### src/rtl/debounce_multi.sv
// Multi-channel debouncer: 2-FF sync, shared sample prescaler, per-channel shift filter, rise/fall/press pulses.
// db_out lags a clean input change by 2+(STABLE_CNT-1)*SAMPLE_PERIOD+1 .. 2+STABLE_CNT*SAMPLE_PERIOD clk; no backpressure.
module debounce_multi #(
   parameter int NUM_CH        = 8,
   parameter int SAMPLE_PERIOD = 4_000_000,
   parameter int STABLE_CNT    = 4,
   parameter int REPEAT_EN     = 0,
   parameter int REPEAT_DELAY  = 25,
   parameter int REPEAT_RATE   = 5
) (
   input  logic              clk,
   input  logic              reset_n,
   input  logic [NUM_CH-1:0] din,
   output logic [NUM_CH-1:0] db_out,
   output logic [NUM_CH-1:0] rise,
   output logic [NUM_CH-1:0] fall,
   output logic [NUM_CH-1:0] press,
   output logic              tick
);

   localparam int PW   = $clog2(SAMPLE_PERIOD + 1);
   localparam int RMAX = (REPEAT_DELAY > REPEAT_RATE) ? REPEAT_DELAY : REPEAT_RATE;
   localparam int RCW  = $clog2(RMAX + 1);

   logic [NUM_CH-1:0] r_sync1, r_sync2;
   logic [PW-1:0]     r_pcnt;
   logic              r_tick;

   always_ff @(posedge clk) begin
      if (!reset_n) begin
         r_sync1 <= '0;
         r_sync2 <= '0;
      end else begin
         r_sync1 <= din;
         r_sync2 <= r_sync1;
      end
   end

   // One tick serves every channel; it is registered so the filter sees it one edge later.
   always_ff @(posedge clk) begin
      if (!reset_n) begin
         r_pcnt <= '0;
         r_tick <= 1'b0;
      end else if (r_pcnt == PW'(SAMPLE_PERIOD - 1)) begin
         r_pcnt <= '0;
         r_tick <= 1'b1;
      end else begin
         r_pcnt <= r_pcnt + 1'b1;
         r_tick <= 1'b0;
      end
   end

   assign tick = r_tick;

   for (genvar i = 0; i < NUM_CH; i++) begin : g_ch
      logic [STABLE_CNT-1:0] r_sh, w_sh_next;
      logic                  r_db, r_rise, r_fall, r_press;
      logic                  w_db_next, w_rise_ev, w_fall_ev, w_rep_ev;

      always_comb begin
         w_sh_next = r_sh;
         w_db_next = r_db;
         if (r_tick) begin
            w_sh_next = {r_sh[STABLE_CNT-2:0], r_sync2[i]};
            if (&w_sh_next) begin
               w_db_next = 1'b1;
            end else if (~|w_sh_next) begin
               w_db_next = 1'b0;
            end
         end
      end

      assign w_rise_ev = w_db_next & ~r_db;
      assign w_fall_ev = ~w_db_next & r_db;

      if (REPEAT_EN != 0) begin : g_rep
         logic [RCW-1:0] r_rc, w_rc_inc, w_target;
         logic           r_ph;

         assign w_rc_inc = r_rc + 1'b1;
         assign w_target = r_ph ? RCW'(REPEAT_RATE) : RCW'(REPEAT_DELAY);
         // A tick that drops db_out must not also repeat: fall takes priority.
         assign w_rep_ev = r_tick & r_db & ~w_fall_ev & (w_rc_inc == w_target);

         always_ff @(posedge clk) begin
            if (!reset_n) begin
               r_rc <= '0;
               r_ph <= 1'b0;
            end else if (!r_db || w_fall_ev) begin
               r_rc <= '0;
               r_ph <= 1'b0;
            end else if (r_tick) begin
               if (w_rc_inc == w_target) begin
                  r_rc <= '0;
                  r_ph <= 1'b1;
               end else begin
                  r_rc <= w_rc_inc;
               end
            end
         end
      end else begin : g_norep
         assign w_rep_ev = 1'b0;
      end

      always_ff @(posedge clk) begin
         if (!reset_n) begin
            r_sh    <= '0;
            r_db    <= 1'b0;
            r_rise  <= 1'b0;
            r_fall  <= 1'b0;
            r_press <= 1'b0;
         end else begin
            r_sh    <= w_sh_next;
            r_db    <= w_db_next;
            r_rise  <= w_rise_ev;
            r_fall  <= w_fall_ev;
            r_press <= w_rise_ev | w_rep_ev;
         end
      end

      assign db_out[i] = r_db;
      assign rise[i]   = r_rise;
      assign fall[i]   = r_fall;
      assign press[i]  = r_press;
   end

endmodule
### config.mk
export PLATFORM = sky130hd
export DESIGN_NAME = debounce_multi
export DESIGN_NICKNAME = d
export VERILOG_FILES = /design/src/rtl/debounce_multi.sv
export SDC_FILE = /design/constraint.sdc
export NUM_CORES = 1
export LEC_CHECK = 0
export ABC_AREA = 1
export CAP_MARGIN = 40
export CORE_UTILIZATION = 40
export DETAILED_ROUTE_END_ITERATION = 6
export PLACE_DENSITY = 0.56
export SETUP_SLACK_MARGIN = 0.05
export SYNTH_ARGS = -nofsm -noshare
export SYNTH_HDL_FRONTEND = slang
export SYNTH_SLANG_ARGS = --single-unit
### constraint.sdc
create_clock -name clk -period 1.8 [get_ports clk]
set_input_delay 0.27 -clock clk [delete_from_list [all_inputs] [get_ports clk]]
set_output_delay 0.27 -clock clk [all_outputs]
set_load 0.02 [all_outputs]
### Word-level counts from Yosys, hierarchy flattened

Index checks and enable logic that the tools add are counted.

* flip-flop bits (word level): 87
* latch bits: 0
* RAM bits: 0
* memory bits (read-only): 0
* input port bits: 10
* output and inout port bits: 33
* logic and storage cells: 113
* memories kept: 0

* add/sub/neg operators: 1
* $mul: 0
* divide/modulo/power cells: 0
* $lt $le $gt $ge: 0
* equal/unequal tests: 1
* shifts and indexed selects: 0
* muxes and demuxes: 25
* bitwise logic cells: 33
* reduce and logical (&&, ||, !) cells: 17

Operator list (count)
* $reduce_and 4->1: 8
* $reduce_or 4->1: 8
* $mux 1: 25
* $add 22x1->22 const B: 1
* $eq 22x22->1 const B: 1
* $not 1->1: 17
* $and 1x1->1: 16
* $reduce_or 2->1: 1

### Logic depth before layout (Yosys ltp)

Gate-level depths: netlist (run 1).

* word-level depth: 6
* gate-level depth with buffers: 9
* gate-level depth less buffers: 8

### Worst setup path before layout (run 1)

No wires, ideal clock.

* path kind: register to register
* from: register r_pcnt[0]
* to: register r_pcnt[6]
* setup time: 115 ps
* arrival: 1272 ps
* setup slack: 413 ps
* stages on the path, launching flop included: 10
* path buffers: 1
* clock period less this slack: 1387 ps
* path through: dfxtp_1 -> ha_1 -> nand2_1 -> nor2_4 -> nand2_4 -> nor2_2 -> nand2_2 -> nand2_4 -> buf_12 -> nor2_2

* longest elaborated chain between the ends: 2

RTL lines
* from (decl): RTL line 26 `logic [PW-1:0] r_pcnt;`
* from (signal assigned): RTL line 48 `r_pcnt <= r_pcnt + 1'b1;`
* parallel branches: the longest is 2 deep, another holds $add 22x1->22

Parallel ways; which one is timed is not known.
A chain may end at the register's enable or synchronous reset.

### Worst setup path after layout (run 1)

* from: register g_ch[6].r_db
* to: output db_out[6]

RTL lines
* from (decl): RTL line 57 `logic r_db, r_rise, r_fall, r_press;`
* from (signal assigned): RTL line 114 `r_db <= w_db_next;`
* to (decl): RTL line 14 `output logic [NUM_CH-1:0] db_out,`

No word-level cell between the ends.

==> results of run 1 <==
[report_power, final]
part / switching, mW / total, mW / internal (mW)
logic: 0.0598 / 0.101 / 0.0411
clock network: 0.680 / 1.49 / 0.814
registers: 0.0116 / 1.96 / 1.95
[flip-flops by register name, summed over array words and instances (netlist names)]
name and cells:
g_ch.r_sh 24, r_pcnt 22, g_ch.r_db 8, g_ch.r_fall 8, g_ch.r_press 8, r_sync1 8, r_sync2 8, tick 1
[synth_stat cells (all sizes together) (4+ instances only)]
cell | n | area (um2)
a21oi | 24 | 142.6
nand4 | 4 | 25.02
buf | 42 | 325.3
nor2 | 85 | 381.6
inv | 62 | 232.7
dfxtp | 87 | 1742
xor2 | 5 | 43.79
o21ai | 12 | 60.06
clkbuf | 4 | 15.01
nand3 | 18 | 90.09
a211oi | 16 | 120.1
nand2 | 125 | 486.7
[worst paths after layout]
check                          start                           end  slack, ps  depth (start not counted)
min            r_sync1[5]$_SDFF_PN0_         r_sync2[5]$_SDFF_PN0_        420                          2
min reg2reg    r_sync1[5]$_SDFF_PN0_         r_sync2[5]$_SDFF_PN0_        420                          2
max reg2reg          tick$_SDFF_PN0_  g_ch[2].r_sh[2]$_SDFFE_PN0P_        250                          2
max          g_ch[6].r_db$_SDFF_PN0_                     db_out[6]        140                          1
[cells by family (layout without fill, tap and decap cells)]
logic type	after synthesis	in the layout
adder cells (fa/ha/maj)	1	1
AND/OR/NAND/NOR	237	237
flip-flops	87	87
buffers and inverters	108	125
XOR/XNOR	8	8
AO/OA/AOI/OAI	53	53
[layout make-up]
type / count / area, um2
fill: 909 / 4651
timing repair inverter: 1 / 5.005
clock inverter: 5 / 81.33
inverter: 62 / 236.5
multi-input combinational: 299 / 1434
clock buffer: 10 / 137.6
sequential: 87 / 1742
tap: 108 / 135.1
timing repair buffer: 47 / 469.2
[cell usage in the layout, fill, tap and decap left out, types with 5 or more instances in the layout]
cell             netlist  layout
clkbuf_8               0      10
a21oi_2                6       6
nand2_1              122     122
nor2_2                19      19
xor2_1                 5       5
nand3_1               18      18
nor2_1                64      64
a211oi_1              16      16
inv_1                 62      61
dfxtp_1               87      87
o21ai_0               12      12
a21oi_1               18      18
clkdlybuf4s50_1        0      41
[worst min-delay path, stage by stage, from the launching register on]
cell and delay [ps]:
dfxtp_1 310, nand2_1 50, inv_1 40
[metal layers]
metal	wire [um]	track usage [%]	part of all wire, %	vias to the layer above
met1	3167	16.98	48	1255
met2	3125	24.11	47	41
met4	85	6.544	1.3	0
met3	210	4.255	3.2	9
li1	-	-	-	1521
met5	0	0	0	-
[timing repair]
action / 4_1_cts / 5_1_grt
gates resized for setup: 1 / 2
hold endpoints to repair: 0 / 0
gates cloned: 0 / 1
setup buffers: 0 / 1
setup endpoints to repair: 1 / 6
==> results.ini, run 1 <==
[global_route]
antenna_found_initial = 0
grt_pass1_vias = 2553
grt_usage_pct = 14.36
grt_max_degree = 42
grt_pass1_wl_mm = 11.05
grt_overflow = 0

[pwr]
power_mw = 3.552
leakagePower_nw = 1.615
vdd_ir_drop_max_uv = 463.5
cellPowerDensity_mw_per_mm2 = 837.6

[cts]
hold_buffers = 0
cts_tree = done
path_clk_slew_ps = 80
insertion_delay_ps = 360
clock_path_buffers = 2
h-tree-depth = 3
cts-root-buf = clkbuf_8
cts_inserted_buffers = 9
cts.sinks = 87

[worst_setup_path]
critPathArrivalTime_ps = 1390
required_ps = 1530
cp_num_buf_inv = 1
path_delay_family = buffers and inverters
critPathSlowestCell = clkdlybuf4s50_1
start_kind = register
worstPathCellList = clkdlybuf4s50_1
critPathKind = register to output pin
crit_path_max_fanout = 5
slowest_delay_ps = 640
endpoint_kind = output pin

[synth]
synth_seq_area_share_pct = 46.57
syn_area_mm2 = 0.003740
synth_top_family_by_area = simple AND/OR/NAND/NOR gates
yosys.area_share.xor_xnor_pct = 1.874
synth-compound-area-share_pct = 8.832
synthArstFlopShare_pct = 0
syn_inst = 494
synth.distinct_cells = 26
synth_area_per_cell_um2 = 7.571
yosys_warnings = 0
ys.flop_type = dfxtp_1
synth_adder_area_share_pct = 0.3346
synth_enable_flop_cells = 0
ys_ff_latch = 87
synthMuxAreaShare_pct = 0
syn-num-nets = 505
synth_simple_gate_area_share_pct = 27.07

[sta]
finalCritPeriodShare_pct = 92.09
setup_tns_ps = 0
maxSlewViolCount = 0
max_freq_mhz = 603.2
slew_headroom_pct = 66.61
setup_violations = 0
fin_hold_ws_ps = 416.6
rsz0062_at_grt = false
worst_pin_slew_ps = 498.2
setup_slack_ps = 142.3
finalHoldViolCount = 0
clock_skew_ps = 10.45
period_needed_ps = 1658

[run_status]
status = finished, final reports clean

[cells_and_area]
drive_gt1_share_pct = 10.18
stdcell_area_mm2 = 0.004240
diodes = 0
final_util_pct = 47.69
final_nets = 518
area_delta_synth_final_pct = 13.38
instances_no_fill = 619

[placed_design]
dp_cells = 602
port_buffers = 42
gp_congestion = 0.8045
placed_area_mm2 = 0.003998
pre_cts_slack_ps = 163.1
hpwl_mm = 4.488

[routing]
wl_per_cell_um = 10.64
ant_nets = 0
drt_iter0_drc = 55
drt_wl_total_mm = 6.589
viasPerCell = 4.565
dr.pass1.iters = 5
routed-via-count = 2826
drc = 0

[floorplan]
die_y_um = 98.70
rows = 34
start_util_pct = 42.06
fp.dieW_um = 98.70
pin_count = 43
die_area_mm2 = 0.009741
core-area_mm2 = 0.008891

[flow_run]
cap_violations = 0

[hold_path]
hp-class = register to register

No activity file was read; power rests on OpenSTA's default activity.
==> run 2, diff against run 1 <==
- REMOVE_ABC_BUFFERS: unset -> 1
==> run 2 against run 1 <==
Effect of this change: power decreased by 2.9%; global-route usage increased by 0.054 points; non-clock buffer count increased by 1; first-iteration DRC count increased by 25%; register-to-register slack got worse by 40 ps; final cell count increased by 0.16%; via count decreased by 0.67%; hold slack improved by 2.2 ps; utilization decreased by 0.13 points; critical path depth unchanged; design area decreased by 0.27%; sequential power about the same; critical endpoint unchanged; largest cell class unchanged.
==> results.ini, run 2 (synthesized netlist as in run 1, its figures left out) <==
[sta]
clock_skew_ps = 8.050  ; -2.400 ps
fin_hold_ws_ps = 418.8  ; +2.168 ps
period_needed_ps = 1665  ; +7.070 ps
finalCritPeriodShare_pct = 92.49  ; +0.39 points
finalHoldViolCount = 0  ; unchanged
maxSlewViolCount = 0  ; unchanged
worst_pin_slew_ps = 359.0  ; -139.2 ps
setup_violations = 0  ; unchanged
rsz0062_at_grt = false
slew_headroom_pct = 76.05  ; +9.4 points
max_freq_mhz = 600.7  ; -0.42%

[placed_design]
port_buffers = 42  ; unchanged
hpwl_mm = 4.362  ; -2.8%
placed_area_mm2 = 0.004025  ; +0.69%
gp_congestion = 0.7894  ; -1.9%

[cts]
cts_inserted_buffers = 9  ; unchanged
insertion_delay_ps = 360  ; about the same
cts-root-buf = clkbuf_8
clock_path_buffers = 2  ; unchanged
path_clk_slew_ps = 90  ; about the same
h-tree-depth = 3  ; unchanged
post_cts_buffers = 0  ; unchanged
cts_tree = done
cts.sinks = 87  ; unchanged
hold_buffers = 0  ; unchanged

[cells_and_area]
top_register = g_ch.r_sh
layout_common_cells = nand2_1 (122), dfxtp_1 (87), nor2_1 (64)
final_util_pct = 47.57  ; -0.13 points
regArea_mm2 = 0.001742  ; unchanged
largest_registers = g_ch.r_sh: 24 flops, r_pcnt: 22 flops
mostFrequentLayoutCell = nand2_1
diodes = 0  ; unchanged
stdcell_area_mm2 = 0.004229  ; -0.27%
largest_reg_flops = 24  ; unchanged
final_nets = 518  ; unchanged
multi_input_area_mm2 = 0.001425  ; -0.61%
drive_gt1_share_pct = 10.16  ; -0.020 points
fillers = 888  ; -2.3%
area_delta_synth_final_pct = 13.08

[worst_setup_path]
crit_path_max_fanout = 5  ; unchanged
required_ps = 1530  ; about the same
worstPathCellList = clkdlybuf4s50_1
start_kind = register
path_delay_family = buffers and inverters
endpoint_kind = output pin
cp_num_buf_inv = 1  ; unchanged
slowest_delay_ps = 640  ; about the same
critPathArrivalTime_ps = 1390  ; about the same
critPathSlowestCell = clkdlybuf4s50_1
critPathKind = register to output pin

[routing]
drt_iter0_drc = 69  ; +25%
wl_per_cell_um = 10.14  ; -4.7%
drc = 0  ; unchanged
viasPerCell = 4.527  ; -0.83%
ant_nets = 0  ; unchanged
routed-via-count = 2807  ; -0.67%
dr.pass1.iters = 4  ; -1
drt_wl_total_mm = 6.287  ; -4.6%

[global_route]
grt_pass1_wl_mm = 11.35  ; +2.7%
grt_max_degree = 42  ; unchanged
grt_pass1_vias = 2556  ; +0.12%
antenna_found_initial = 0  ; unchanged
grt_usage_pct = 14.42  ; +0.054 points
grt_overflow = 0  ; unchanged

[floorplan]
rows = 34  ; unchanged
fp.dieW_um = 98.70  ; unchanged
core-area_mm2 = 0.008891  ; unchanged
pin_count = 43  ; unchanged
die_area_mm2 = 0.009741  ; unchanged
start_util_pct = 42.06  ; unchanged
die_y_um = 98.70  ; unchanged

[flow_run]
cap_violations = 0  ; unchanged

[pwr]
cellPowerDensity_mw_per_mm2 = 815.1  ; -2.7%
leakagePower_nw = 1.634  ; +1.2%
power_mw = 3.447  ; -2.9%
vdd_ir_drop_max_uv = 340.3  ; -27%

[run_status]
status = finished, final reports clean

[hold_path]
hp-class = register to register

run 2: routing by layer:
metal | share of wire [%] | vias up | track usage, %
met1 | 51 | 1236 | 18.46
met4 | 1.3 | 0 | 5.511
li1 | - | 1524 | -
met2 | 44 | 41 | 23.08
met5 | 0 | - | 0
met3 | 3.5 | 6 | 4.113
run 2: area by class of cell:
type,instances,area share [%]
clock buffer,9,2.929
tap,108,3.195
timing repair buffer,48,11.66
sequential,87,41.18
inverter,62,5.503
clock inverter,7,1.834
multi-input combinational,299,33.70
run 2: final timing paths:
path / start / to / slack [ps] / depth (start not counted)
max: g_ch[6].r_db$_SDFF_PN0_ / db_out[6] / 140 / 1
min: r_sync1[2]$_SDFF_PN0_ / r_sync2[2]$_SDFF_PN0_ / 420 / 2
max reg2reg: r_pcnt[0]$_SDFF_PP0_ / r_pcnt[11]$_SDFF_PP0_ / 210 / 8
min reg2reg: r_sync1[2]$_SDFF_PN0_ / r_sync2[2]$_SDFF_PN0_ / 420 / 2
run 2: power by group:
part | internal [mW] | leakage (nW) | switching [mW]
sequential | 1.95 | 0.705 | 0.0115
combinational | 0.0430 | 0.824 | 0.0587
clock | 0.659 | 0.106 | 0.730
run 2: repair_timing:
action                     CTS  global route
hold endpoints to repair     0             0
setup endpoints to repair    0             1
gates resized for setup      0             1
run 2: per-stage QoR:
step,TNS [ps],setup slack (ps),instances
5_1_grt,0,57.42,620
4_1_cts,0,67.09,620
3_3_place_gp,0,235.5,604
3_5_place_dp,0,224.8,604
6_report,0,135.2,620
2_1_floorplan,-1229,-88.38,448
==> run 3, diff against run 2 <==
- CORE_UTILIZATION: 40 -> 30
- PLACE_DENSITY: 0.56 -> 0.44
==> run 3 against run 2 <==
Effect of this change: routed wire length up 5.7%; sequential power about the same; fmax up 1.0%; clock power up 27%; sequential cell count unchanged; highest routed layer unchanged; power up 11%; non-clock buffer count up 1; via count down 0.39%; critical path depth unchanged.
==> results.ini, run 3 (synthesized netlist as in run 1, its figures left out) <==
[run_status]
status = finished, final reports clean

[sta]
setup_tns_ps = 0  ; unchanged
max_freq_mhz = 606.7  ; +1.0%
maxSlewViolCount = 0  ; unchanged
setup_violations = 0  ; unchanged
slew_headroom_pct = 75.10  ; -0.95 points
rsz0062_at_grt = false
clock_skew_ps = 3.948  ; -4.102 ps
finalCritPeriodShare_pct = 91.57  ; -0.92 points
finalHoldViolCount = 0  ; unchanged
worst_pin_slew_ps = 373.2  ; +14.25 ps
period_needed_ps = 1648  ; -16.48 ps

[placed_design]
placed_area_mm2 = 0.004108  ; +2.1%
gp_congestion = 0.7661  ; -3.0%
hpwl_mm = 4.640  ; +6.4%
port_buffers = 42  ; unchanged

[cells_and_area]
drive_gt1_share_pct = 10.16  ; unchanged
area_delta_synth_final_pct = 17.36
top_register = g_ch.r_sh
mostFrequentLayoutCell = nand2_1
final_util_pct = 36.39  ; -11 points
stdcell_area_mm2 = 0.004389  ; +3.8%
final_nets = 519  ; +0.19%
diodes = 0  ; unchanged
layout_common_cells = nand2_1 (122), dfxtp_1 (87), nor2_1 (64)
largest_registers = g_ch.r_sh: 24 flops, r_pcnt: 22 flops
regArea_mm2 = 0.001742  ; unchanged
multi_input_area_mm2 = 0.001425  ; unchanged
fillers = 1255  ; +41%
largest_reg_flops = 24  ; unchanged

[routing]
drt_iter0_drc = 97  ; +41%
wl_per_cell_um = 9.769  ; -3.7%
wl_met3_um = 328  ; +50%
wl_met1_mm = 3.245  ; +0.37%
dr.pass1.iters = 4  ; unchanged
drt_wl_total_mm = 6.643  ; +5.7%
viasPerCell = 4.112  ; -9.2%
dr.max_layer_used = met4
ant_nets = 0  ; unchanged
wl_met2_mm = 2.988  ; +8.5%
drc = 0  ; unchanged
routed-via-count = 2796  ; -0.39%

[worst_setup_path]
path_delay_family = buffers and inverters
worstPathCellList = clkdlybuf4s50_1
cp_num_buf_inv = 1  ; unchanged
required_ps = 1530  ; about the same
slowest_delay_ps = 640  ; about the same
r2r-start = r_pcnt[0]$_SDFF_PP0_
crit_path_max_fanout = 4  ; -1
crit_start = tick$_SDFF_PN0_
critPathArrivalTime_ps = 1380  ; about the same
start_kind = register
endpoint_kind = output pin
reg2regPathDepth = 8  ; unchanged
cp.depth = 1  ; unchanged
critPathSlowestCell = clkdlybuf4s50_1
critPathKind = register to output pin

[pwr]
p_seq_share_pct = 51.2  ; -5.6 points
share_comb_of_total_power_pct = 2.7  ; -0.2 points
vdd_ir_drop_max_uv = 400.4  ; +18%
clockPowerShare_pct = 46.1  ; +5.8 points
sw_frac_of_total_pct = 21.71  ; -1.5 points
intPower_mw = 2.996  ; +13%
switching_power_mw = 0.8307  ; +3.8%
cellPowerDensity_mw_per_mm2 = 871.8  ; +6.9%
leakagePower_nw = 1.648  ; +0.83%

[floorplan]
rows = 40  ; +18%
die_area_mm2 = 0.01292  ; +33%
fp.dieW_um = 113.7  ; +15%
start_util_pct = 31.01  ; -11 points
pin_count = 43  ; unchanged
die_y_um = 113.7  ; +15%
core-area_mm2 = 0.01206  ; +36%

[hold_path]
min_from = r_sync1[4]$_SDFF_PN0_
hp-class = register to register
hold_path_depth = 2  ; unchanged

[global_route]
grt_usage_pct = 11.40  ; -3.0 points
grt_pass1_wl_mm = 11.41  ; +0.55%
grt_pass1_vias = 2479  ; -3.0%
antenna_found_initial = 0  ; unchanged
grt_overflow = 0  ; unchanged
grt_max_degree = 42  ; unchanged

[cts]
cts_tree = done
insertion_delay_ps = 340  ; -20 ps
cts.sinks = 87  ; unchanged
cts_inserted_buffers = 9  ; unchanged
hold_buffers = 0  ; unchanged
h-tree-depth = 3  ; unchanged
ctsResizeCount = 0  ; unchanged
clock_path_buffers = 2  ; unchanged
post_cts_buffers = 0  ; unchanged
path_clk_slew_ps = 60  ; -30 ps
cts-root-buf = clkbuf_16

[flow_run]
cap_violations = 0  ; unchanged

## run 3: changes by cell type in the layout (fill, tap and decap cells not counted), sizes merged
cell	change
bufinv	-1
clkdlybuf4s50	+1
clkbuf	+2
dlymetal6s2s	-1
clkinv	-2
clkinvlp	+2
inv	-2
buf	+1
## run 3: layout make-up
class	instances	area share, %
clock buffers	11	5.758
well taps	168	4.789
repair buffers	49	11.35
flip-flops and latches	87	39.68
multi-input cells	299	32.47
inverters	62	5.302
clock inverters	4	0.6556
## run 3: metrics by stage
step / std cells / power, mW / hold slack (ps) / setup slack [ps]
finish: 680 / 3.826 / 408.2 / 151.7
global route: 680 / 4.004 / 427.1 / 51.04
CTS: 680 / 3.916 / 412.2 / 108.9
detailed placement: 665 / 2.109 / 401.6 / 164.7
global placement: 665 / 2.107 / 393.5 / 219.2
floorplan: 448 / 2.048 / 363.5 / -88.38
## run 3: layer usage
layer,up-vias,global-route usage [%]
li1,1521,-
met1,1219,13.69
met2,50,18.05
met3,6,4.942
met4,0,4.211
met5,-,0
## run 3: power groups by stage
stage               registers [mW]  clock network, mW  logic (mW)
floorplan                     2.00                  0      0.0483
global placement              2.00                  0       0.105
detailed placement            2.00                  0       0.106
CTS                           1.96               1.85       0.107
global route                  1.96               1.93       0.117
finish                        1.96               1.76       0.104
## run 3: final timing paths
kind / end / slack [ps]
max: tick / 150
min: r_sync2[4]$_SDFF_PN0_ / 410
max reg2reg: r_pcnt[9]$_SDFF_PP0_ / 190
min reg2reg: r_sync2[4]$_SDFF_PN0_ / 410
